### config.mk
export PLATFORM = sky130hd
export DESIGN_NAME = beta_seq_ctrl
export DESIGN_NICKNAME = d
export VERILOG_FILES = /design/src/rtl/beta_seq_ctrl_pkg.sv /design/src/rtl/beta_op_classify.sv /design/src/rtl/beta_seq_ctrl.sv
export SDC_FILE = /design/constraint.sdc
export NUM_CORES = 1
export LEC_CHECK = 0
export BUFFER_PORTS_ARGS = -buffer_cell sky130_fd_sc_hd__buf_2
export CORE_ASPECT_RATIO = 2
export CORE_MARGIN = 4
export CORE_UTILIZATION = 45
export CTS_BUF_LIST = sky130_fd_sc_hd__clkbuf_8 sky130_fd_sc_hd__clkbuf_16
export DETAILED_ROUTE_END_ITERATION = 12
export PLACE_DENSITY = 0.8
export REMOVE_ABC_BUFFERS = 1
export SYNTH_ARGS = -nofsm -noshare
export SYNTH_HDL_FRONTEND = slang
export SYNTH_HIERARCHICAL = 1
export SYNTH_SLANG_ARGS = --single-unit
### constraint.sdc
create_clock -name clk -period 2.4 [get_ports clk]
set_clock_uncertainty 0.2 [all_clocks]
set_input_delay 0 -clock clk [delete_from_list [all_inputs] [get_ports clk]]
set_output_delay 0 -clock clk [all_outputs]
set_load 0.02 [all_outputs]
### src/rtl/beta_seq_ctrl_pkg.sv
// Shared types and constants for the Beta multi-cycle sequencer:
// state encodings, opcode values, PC source selects and instruction classes.
package beta_seq_ctrl_pkg;

  typedef enum logic [2:0] {
    ST_FETCH  = 3'd0,
    ST_DECODE = 3'd1,
    ST_EXEC   = 3'd2,
    ST_MEM    = 3'd3,
    ST_WB     = 3'd4,
    ST_TRAP   = 3'd5
  } state_e;

  localparam logic [5:0] OP_LD  = 6'b011000;
  localparam logic [5:0] OP_ST  = 6'b011001;
  localparam logic [5:0] OP_JMP = 6'b011011;
  localparam logic [5:0] OP_BEQ = 6'b011100;
  localparam logic [5:0] OP_BNE = 6'b011101;
  localparam logic [5:0] OP_LDR = 6'b011111;

  localparam logic [1:0] OP_PFX_ALU  = 2'b10;
  localparam logic [1:0] OP_PFX_ALUC = 2'b11;

  localparam logic [1:0] PC_SRC_PCSEL    = 2'd0;
  localparam logic [1:0] PC_SRC_ILLOP    = 2'd1;
  localparam logic [1:0] PC_SRC_XADR     = 2'd2;
  localparam logic [1:0] PC_SRC_BUSFAULT = 2'd3;

  typedef enum logic [2:0] {
    CLS_ALU,
    CLS_ALUC,
    CLS_LD,
    CLS_ST,
    CLS_JMP,
    CLS_BEQ,
    CLS_BNE,
    CLS_LDR
  } op_class_e;

  // Classes that need a data-memory phase after EXEC.
  function automatic logic is_mem_class(input op_class_e cls);
    return (cls == CLS_LD) || (cls == CLS_ST) || (cls == CLS_LDR);
  endfunction

endpackage

### src/rtl/beta_op_classify.sv
// Pure combinational decode of the IR opcode field into an instruction class
// and an illegal-opcode flag.
module beta_op_classify
  import beta_seq_ctrl_pkg::*;
(
  input  logic [5:0] ir_opcode,
  output op_class_e  op_class,
  output logic       illegal
);

  // NOTE: every output gets a default before the decode so no path can infer a latch.
  always_comb begin
    op_class = CLS_ALU;
    illegal  = 1'b0;
    if (ir_opcode[5:4] == OP_PFX_ALU) begin
      op_class = CLS_ALU;
    end else if (ir_opcode[5:4] == OP_PFX_ALUC) begin
      op_class = CLS_ALUC;
    end else begin
      case (ir_opcode)
        OP_LD:   op_class = CLS_LD;
        OP_ST:   op_class = CLS_ST;
        OP_JMP:  op_class = CLS_JMP;
        OP_BEQ:  op_class = CLS_BEQ;
        OP_BNE:  op_class = CLS_BNE;
        OP_LDR:  op_class = CLS_LDR;
        default: illegal  = 1'b1;
      endcase
    end
  end

endmodule

### src/rtl/beta_seq_ctrl.sv
// Multi-cycle instruction sequencer for the Beta core: walks FETCH/DECODE/EXEC/
// MEM/WB, runs the memory handshakes and forces traps on ILLOP, bus fault or irq.
module beta_seq_ctrl
  import beta_seq_ctrl_pkg::*;
#(
  parameter int MEM_TIMEOUT = 16,
  parameter int CNT_W       = 32
) (
  input  logic             clk,
  input  logic             reset,
  input  logic [5:0]       ir_opcode,
  input  logic             irq,
  output logic             imem_req,
  input  logic             imem_ack,
  output logic             dmem_req,
  output logic             dmem_we,
  input  logic             dmem_ack,
  output logic             ir_load,
  output logic             pc_load,
  output logic             rf_we,
  output logic [1:0]       pc_src,
  output logic             trap_active,
  output logic [2:0]       state,
  output logic [CNT_W-1:0] instret
);

  localparam int              TO_W    = $clog2(MEM_TIMEOUT);
  localparam logic [TO_W-1:0] TO_LAST = TO_W'(MEM_TIMEOUT - 1);

  state_e           state_q, state_d;
  logic             fetch_entry_q, fetch_entry_d;
  op_class_e        cls_q, cls_d;
  logic [1:0]       trap_src_q, trap_src_d;
  logic [TO_W-1:0]  to_cnt_q, to_cnt_d;
  logic [CNT_W-1:0] instret_q;

  op_class_e        dec_class;
  logic             dec_illegal;

  beta_op_classify u_classify (
    .ir_opcode (ir_opcode),
    .op_class  (dec_class),
    .illegal   (dec_illegal)
  );

  // NOTE: state registers use non-blocking assignments so every flop samples pre-edge values.
  always_ff @(posedge clk) begin
    if (reset) begin
      state_q       <= ST_FETCH;
      fetch_entry_q <= 1'b1;
      cls_q         <= CLS_ALU;
      trap_src_q    <= PC_SRC_PCSEL;
      to_cnt_q      <= '0;
      instret_q     <= '0;
    end else begin
      state_q       <= state_d;
      fetch_entry_q <= fetch_entry_d;
      cls_q         <= cls_d;
      trap_src_q    <= trap_src_d;
      to_cnt_q      <= to_cnt_d;
      if (state_q == ST_WB) begin
        instret_q <= instret_q + CNT_W'(1);
      end
    end
  end

  always_comb begin
    state_d       = state_q;
    fetch_entry_d = 1'b0;
    cls_d         = cls_q;
    trap_src_d    = trap_src_q;
    to_cnt_d      = '0;
    imem_req      = 1'b0;
    ir_load       = 1'b0;
    dmem_req      = 1'b0;
    dmem_we       = 1'b0;
    pc_load       = 1'b0;
    rf_we         = 1'b0;
    pc_src        = PC_SRC_PCSEL;
    trap_active   = 1'b0;

    case (state_q)
      ST_FETCH: begin
        // irq only counts on the first FETCH cycle; later it waits for the next instruction.
        if (fetch_entry_q && irq) begin
          state_d    = ST_TRAP;
          trap_src_d = PC_SRC_XADR;
        end else begin
          imem_req = 1'b1;
          if (imem_ack) begin
            ir_load = 1'b1;
            state_d = ST_DECODE;
          end else if (to_cnt_q == TO_LAST) begin
            state_d    = ST_TRAP;
            trap_src_d = PC_SRC_BUSFAULT;
          end else begin
            to_cnt_d = to_cnt_q + TO_W'(1);
          end
        end
      end

      ST_DECODE: begin
        cls_d = dec_class;
        if (dec_illegal) begin
          state_d    = ST_TRAP;
          trap_src_d = PC_SRC_ILLOP;
        end else begin
          state_d = ST_EXEC;
        end
      end

      ST_EXEC: begin
        state_d = is_mem_class(cls_q) ? ST_MEM : ST_WB;
      end

      ST_MEM: begin
        dmem_req = 1'b1;
        dmem_we  = (cls_q == CLS_ST);
        if (dmem_ack) begin
          state_d = ST_WB;
        end else if (to_cnt_q == TO_LAST) begin
          state_d    = ST_TRAP;
          trap_src_d = PC_SRC_BUSFAULT;
        end else begin
          to_cnt_d = to_cnt_q + TO_W'(1);
        end
      end

      ST_WB: begin
        pc_load       = 1'b1;
        rf_we         = (cls_q != CLS_ST);
        state_d       = ST_FETCH;
        fetch_entry_d = 1'b1;
      end

      ST_TRAP: begin
        trap_active   = 1'b1;
        rf_we         = 1'b1;
        pc_load       = 1'b1;
        pc_src        = trap_src_q;
        state_d       = ST_FETCH;
        fetch_entry_d = 1'b1;
      end

      default: begin
        state_d       = ST_FETCH;
        fetch_entry_d = 1'b1;
      end
    endcase

    // Keep the fetch port quiet while reset is held so no request leaks out.
    if (reset) begin
      imem_req = 1'b0;
      ir_load  = 1'b0;
    end
  end

  assign state   = state_q;
  assign instret = instret_q;

endmodule

======== Yosys cells after proc, flatten, opt, wreduce, memory -nomap -nowiden ========
Index checks and enable logic that the tools add are counted.
word-level totals
  bits of input ports ..................... 11
  word-level logic and storage cells ...... 76
  register bits ........................... 45
  output and inout port bits .............. 44
cells by class
  equal/unequal tests ..................... 21
  add/sub/neg operators ................... 2
  reductions and logical operators ........ 9
  multiplexer cells ....................... 38
operator list
  cell                                                   number
  equality test 6 x 5 -> 1 bit, second input constant    6
  adder 32 x 1 -> 32 bit, second input constant          1
  2-to-1 mux 3 bit                                       8
  case mux 3 bit (6 select lines)                        1
  2-to-1 mux 4 bit                                       4
  2-to-1 mux 1 bit                                       15
  equality test 3 x 2 -> 1 bit, second input constant    4
  2-to-1 mux 2 bit                                       6
  case mux 3 bit (4 select lines)                        1
  equality test 3 bit, second input constant             3
  case mux 4 bit (2 select lines)                        1
  case mux 2 bit (3 select lines)                        1
  OR reduction 6 bit                                     1
  adder 4 x 1 -> 4 bit, second input constant            1
  equality test 2 bit, second input constant             2
  equality test 4 bit, second input constant             1
  inequality test 2 bit, second input constant           2
  AND reduction 4 bit                                    1
  OR reduction 4 bit                                     1
  equality test 3 x 1 -> 1 bit, second input constant    1
  logical NOT 3 bit                                      1
  inequality test 3 x 2 -> 1 bit, second input constant  1
  inequality test 3 bit, second input constant           1
  nonzero test 3 bit                                     1
  other kinds (4)                                        5

======== Longest topological paths before layout ========
Gate-level depths: netlist of the first run.
  depth after elaboration ................. 7
  mapped depth ............................ 7
  depth with buffers taken out ............ 7

======== Modules after synthesis ========
Netlist of the first run, hierarchy kept.
modules (own cells, without submodules)
  module            sequential area each (um^2)  cells each  area an instance (um^2)  times used
  beta_seq_ctrl     900.9                        265         2253.4                   1
  beta_op_classify  0.0                          13          77.6                     1

======== Worst setup path after synthesis of the first run ========
Ideal clock, no wire load.
  path kind ............................... register -> register
  start point ............................. register instret_q[2], in the netlist instret[2]
  end point ............................... register instret_q[21], in the netlist instret[21]
  cell stages (with the launch flop) ...... 6
  required time ........................... 2.079 ns
  library setup time ...................... 0.121 ns
  clock period less this slack ............ 2.349 ns
  arrival time ............................ 2.028 ns
  path slack .............................. 0.051 ns
  buffers on the path ..................... 1
  path through ............................ dfxtp_1 -> nand4_4 -> or4_4 -> buf_6 -> nor4_1 -> mux2_2
between the ends
  word-level cells in the longest chain between the ends .. 1
ends and longest elaborated chain
  item                      line                 source
  start: declaration        beta_seq_ctrl.sv:35  logic [CNT_W-1:0] instret_q;
  start signal: assignment  beta_seq_ctrl.sv:62  instret_q <= instret_q + CNT_W'(1);
  adder 32 x 1 -> 32 bit    beta_seq_ctrl.sv:62
No other way between the ends.
A chain may end at the register's enable or synchronous reset.

======== Worst setup path after layout of the first run ========
  start point ............................. register instret_q[5], in the netlist instret[5]
  end point ............................... register instret_q[20], in the netlist instret[20]
Same word-level chain as after synthesis.

==> results.ini, run 1 <==
[finish]
final_area_um2=2980
mostFrequentLayoutCell=buf_2
antennaDiodeCount=0
layoutNonFillerInstCount=415
final_cell_mix=buf_2, dfxtp_1, a21oi_1
syn_to_final_growth_pct=27.7
seqCellArea_um2=901
nets=371
drive_gt1_share_pct=25.7
fill_cells=470
multi_input_area_um2=1320
finish.utilization_pct=60.1

[synthesis]
synth_edf_count=0
ys_seq_area_share_pct=38.6
synth_area_per_cell_um2=8.38
synthFlopType=dfxtp_1
yosys.area.top_type_share_pct=38.6
yosys.cell_types.count=51
yosysWarnings=6
yosys.area.top_type=dfxtp_1
synth_area_um2=2330
ys_ff_latch=45
syn_inst=278
synthTopCellsByArea=dfxtp_1, or4_1, a21oi_1
async_flop_share_pct=0

[pwr]
power_mw=1.71
ir_drop_mv=0.448
p_per_area_nw_per_um2=574
leakage_nw=1.23

[grt]
grt_use_total_pct=21.7
grt_max_degree=32
antenna_found_initial=0
grt_first_pass_wirelength_um=11000
grt_pass1_vias=2438
gr-total-overflow=0

[hold_path]
hold_class=in2reg

[floorplan]
initial_utilization_pct=47.0
die_w_um=58.9
dieArea_um2=6460
core.rowCount=36
core_um2=4950
num_io_pins=55
die_y_um=110

[place]
dp.final_hpwl_um=4910
place_ws_ns=0.161
dp_cells=399
gp_routability_congestion=0.860
io_buffer_count=54
dpl_cell_area_um2=2780

[route]
drt-wirelength-per-cell_um=15.8
drc=0
vias_per_cell=5.87
drtIter0Drc=151
ant_nets=0
firstDrtPassIters=4
drt_wl_total_um=6550
dr_total_vias=2438

[timing]
finalSetupViolCount=0
report.final.hold_viol_count=0
rsz0062_at_grt=no
fmax_mhz=442
totalNegativeSetupSlack_ns=0
setup_ws_ns=0.138
report.final.slew_viol_count=0
slew_headroom_pct=60.6
worst_pin_slew_ns=0.591
min_period_ns=2.26
timing.hold.ws_ns=0.0332
period_share_pct=94.3

[cts]
ctsResizeCount=0
clk_path_buf_depth=2
cts-htree-levels=2
numCtsBuffers=5
cts_root_buf=clkbuf_8
cts_tree=done
clock_latency_ns=0.29
path_clk_slew_ns=0.08
cts.sinks=45

[flow_run]
maxCapViolCount=0

[worst_setup_path]
crit_arrival_ns=2.29
crit_type=reg2reg
crit_required_ns=2.43
crit_path_start_kind=register
crit_path_end_kind=register
critPathMaxFanout=18

[run_status]
outcome=finished clean

-- path summary, 6_finish.rpt --
check / slack (ns) / end / depth (start not counted) / start
max: 0.14 / instret[20]$_SDFFE_PP0N_ / 5 / instret[5]$_SDFFE_PP0N_
min reg2reg: 0.29 / instret[30]$_SDFFE_PP0N_ / 2 / instret[30]$_SDFFE_PP0N_
min: 0.03 / state[2]$_SDFF_PP0_ / 5 / irq
max reg2reg: 0.14 / instret[20]$_SDFFE_PP0N_ / 5 / instret[5]$_SDFFE_PP0N_
-- cell type report --
cell class,count,share of cell area (%)
Sequential cell,45,30.3
Clock inverter,2,1.18
Inverter,10,1.26
Clock buffer,5,2.31
Multi-Input combinational cell,209,44.4
Timing Repair Buffer,87,18.2
Tap cell,57,2.40
-- metal layers --
metal	up-vias	track usage [%]	part of all wire, %
met1	1143	21.4	35
li1	1192	-	-
met2	85	41.9	56
met5	-	0	0
met4	0	10.0	3.1
met3	18	3.41	5.7
-- sequential cells by signal, summed over array words and instances (netlist names) --
| signal | cells |
|---|---|
| state | 3 |
| trap_src_q | 2 |
| cls_q | 3 |
| instret | 32 |
| to_cnt_q | 4 |
| fetch_entry_q | 1 |
-- where the power goes --
group	leakage [nW]	internal, mW	switching, mW	total, mW
registers	0.364	0.774	0.0201	0.794
logic	0.811	0.151	0.207	0.358
clock network	0.0540	0.303	0.253	0.556
-- Yosys cell counts, types with 5 or more instances --
| cell type | instances |
|---|---|
| xor2_1 | 5 |
| nand4_1 | 7 |
| o31ai_1 | 12 |
| or3_1 | 7 |
| nor3_1 | 5 |
| or4_1 | 17 |
| clkbuf_1 | 7 |
| nor2b_1 | 6 |
| inv_1 | 10 |
| o21ai_0 | 12 |
| nor4_1 | 5 |
| dfxtp_1 | 45 |
| nor2_1 | 24 |
| nand3_1 | 9 |
| xnor2_1 | 7 |
| a21oi_1 | 25 |
| nand2_1 | 17 |
| and3_1 | 5 |
-- critical path, cell delays in order (launching register included) --
cell     delay, ns
dfxtp_1       0.41
nand4_4       0.18
or4_1         0.55
buf_4         0.21
or4_1         0.50
a21oi_1       0.15
-- kinds of logic (layout without fill, tap and decap cells) --
family          Yosys count  count (layout)  share of synthesized area, %
simple gates            124             124                          31.1
buf+inv                  24             104                          4.62
fa+ha+maj                 2               2                          1.07
mux                       6               6                          2.68
compound gates           65              65                          17.4
flops                    45              45                          38.6
xor+xnor                 12              12                          4.51
-- repair_timing --
item,in CTS,in global routing
buffers inserted,0,0
endpoints found under the hold margin,15,0
hold buffers,9,0
Note: power is estimated with default switching activity, not from simulation.
==> inputs of run 2 (changes only) <==
--- a/config.mk
+++ b/config.mk
@@ -15,5 +15,4 @@
 export REMOVE_ABC_BUFFERS = 1
 export SYNTH_ARGS = -nofsm -noshare
 export SYNTH_HDL_FRONTEND = slang
-export SYNTH_HIERARCHICAL = 1
 export SYNTH_SLANG_ARGS = --single-unit
==> results.ini, run 2 <==
[run_status]
outcome=finished clean

[cts]
clk_path_buf_depth=2  ; unchanged
clock_latency_ns=0.30  ; about the same
cts.sinks=45  ; unchanged
cts-htree-levels=2  ; unchanged
numCtsBuffers=5  ; unchanged
cts_tree=done
postCtsSetupBuffers=0  ; unchanged
cts_root_buf=clkbuf_8
path_clk_slew_ns=0.08  ; about the same

[pwr]
p_comb_share_pct=13.4  ; -7.5 points
swShare_pct=24.3  ; -3.9 points
p_switching_mw=0.407  ; -15%
ir_drop_mv=0.376  ; -16%
intPower_mw=1.27  ; +3.6%
p_per_area_nw_per_um2=568  ; -1.0%
power_mw=1.68  ; -1.7%
leakage_nw=1.17  ; -4.8%
p_clk_share_pct=40.4  ; +7.8 points
pwr-share-seq_pct=46.2  ; -0.3 points

[place]
dp_cells=390  ; -2.3%
dp.final_hpwl_um=4490  ; -8.6%
io_buffer_count=54  ; unchanged
dpl_cell_area_um2=2670  ; -3.9%
gp_routability_congestion=0.789  ; -8.3%

[route]
drt-wirelength-per-cell_um=14.8  ; -6.0%
ant_nets=0  ; unchanged
firstDrtPassIters=4  ; unchanged
drt_wl_total_um=6110  ; -6.7%
vias_per_cell=5.83  ; -0.76%
drc=0  ; unchanged
drtIter0Drc=103  ; -32%
dr_total_vias=2402  ; -1.5%

[grt]
grt_max_degree=36  ; +13%
grt_use_total_pct=20.4  ; -1.3 points
grt_pass1_vias=2471  ; +1.4%
gr-total-overflow=0  ; unchanged
antenna_found_initial=0  ; unchanged
grt_first_pass_wirelength_um=10300  ; -6.0%

[floorplan]
die_y_um=110  ; -0.17%
dieArea_um2=6440  ; -0.33%
initial_utilization_pct=46.9  ; -0.18 points
core.rowCount=36  ; unchanged
die_w_um=58.8  ; -0.16%
num_io_pins=55  ; unchanged
core_um2=4950  ; unchanged

[synthesis]
synth.most_common_cell=dfxtp_1
yosys.area.top_type=dfxtp_1
async_flop_share_pct=0  ; unchanged
ys_seq_area_share_pct=38.8  ; +0.15 points
yosys.area.top_type_share_pct=38.8  ; +0.15 points
yosysWarnings=0  ; -6
synth_area_um2=2320  ; -0.38%
yosys.cell_types.count=46  ; -9.8%
synthFlopType=dfxtp_1
synth_area_per_cell_um2=8.21  ; -2.1%
synthTopCellsByArea=dfxtp_1, a21oi_1, o21ai_0
syn_inst=283  ; +1.8%
synth_edf_count=0  ; unchanged
ys_ff_latch=45  ; unchanged
synthTopCellsByCount=dfxtp_1, a21oi_1, nor2_1, nand2_1, o21ai_0

[finish]
drive_gt1_share_pct=23.4  ; -2.3 points
layoutNonFillerInstCount=412  ; -0.72%
nets=367  ; -1.1%
syn_to_final_growth_pct=27.4
finish.utilization_pct=59.7  ; -0.38 points
largest_reg_flops=32  ; unchanged
final_area_um2=2960  ; -0.63%
antennaDiodeCount=0  ; unchanged
mostFrequentLayoutCell=buf_2
final_cell_mix=buf_2, dfxtp_1, a21oi_1

[worst_setup_path]
critPathSlowestCell=or4_4
critPathMaxFanout=20  ; +2
crit_arrival_ns=2.27  ; -0.02 ns
path_cells=ha_1 > nand4bb_1 > or4_4 > or4_1 > a21oi_1
crit_type=reg2reg
crit_path_end_kind=register
crit_path_start_kind=register
crit_required_ns=2.42  ; about the same
crit_path_max_incr_delay_ns=0.66  ; +0.11 ns

[timing]
rsz0062_at_grt=no
timing.hold.ws_ns=0.151  ; +0.117 ns
slew_headroom_pct=56.6  ; -3.9 points
finalSetupViolCount=0  ; unchanged
min_period_ns=2.24  ; -0.0188 ns
report.final.hold_viol_count=0  ; unchanged
report.final.slew_viol_count=0  ; unchanged
fmax_mhz=446  ; +0.84%
worst_pin_slew_ns=0.650  ; +0.0592 ns
period_share_pct=93.5  ; -0.78 points

[flow_run]
maxCapViolCount=0  ; unchanged

[hold_path]
hold_class=in2reg

[run 2: power by group through the flow]
stage / Combinational [mW] / Sequential [mW] / Clock, mW
2_1_floorplan: 0.0940 / 0.812 / 0
3_3_place_gp: 0.195 / 0.792 / 0
3_5_place_dp: 0.197 / 0.793 / 0
4_1_cts: 0.217 / 0.775 / 0.687
5_1_grt: 0.247 / 0.779 / 0.727
6_report: 0.226 / 0.776 / 0.678
[run 2: kinds of logic after synthesis]
kind of cell | count (synthesis) | synth area share, %
and+or+nand+nor | 130 | 32.3
AOI/OAI and AO/OA | 65 | 16.8
DFF | 45 | 38.8
buffers and inverters | 25 | 4.42
xor gates and xnor gates | 10 | 3.77
muxes | 6 | 2.91
adders and majority gates | 2 | 1.08
[run 2: what timing repair did]
| action | in CTS | in global routing |
|---|---|---|
| endpoints found under the hold margin | 11 | 0 |
| setup endpoints to repair | 0 | 2 |
| resized for setup | 0 | 2 |
| hold buffers | 14 | 0 |
[run 2: worst paths after layout]
kind         cells after the start                       start  slack (ns)                         end
max                              5     instret[1]$_SDFFE_PP0N_        0.16    instret[22]$_SDFFE_PP0N_
min                              5                ir_opcode[1]        0.15  trap_src_q[1]$_SDFFE_PP0P_
max reg2reg                      5     instret[1]$_SDFFE_PP0N_        0.16    instret[22]$_SDFFE_PP0N_
min reg2reg                      2  trap_src_q[1]$_SDFFE_PP0P_        0.25  trap_src_q[1]$_SDFFE_PP0P_
[run 2: final cells by class]
type	count	area, um^2
flip-flops and latches	45	901
well taps	57	71.3
fillers	458	2000
clock buffers	5	68.8
clock inverters	3	65.1
inverters	12	45.0
multi-input cells	213	1330
repair buffers	77	478
[run 2: per-layer routing]
metal	share of wire (%)	GRT usage (%)
met1	35	18.4
met2	56	39.4
met3	5.3	3.76
met4	3.4	12.3
met5	0	0
[run 2: metrics by stage]
step | TNS, ns | worst slack (ns)
2_1_floorplan | -0.337 | -0.0841
6_report | 0 | 0.156
4_1_cts | 0 | 0.0818
3_3_place_gp | 0 | 0.233
3_5_place_dp | 0 | 0.172
5_1_grt | 0 | 0.0314
[run 2: critical path, delay by kind of cell, from the launching register on]
| family | cells | cell delay [ns] |
|---|---|---|
| adder cells (fa/ha/maj) | 1 | 0.15 |
| AO/OA/AOI/OAI | 1 | 0.15 |
| flip-flops | 1 | 0.35 |
| AND/OR/NAND/NOR | 3 | 1.31 |
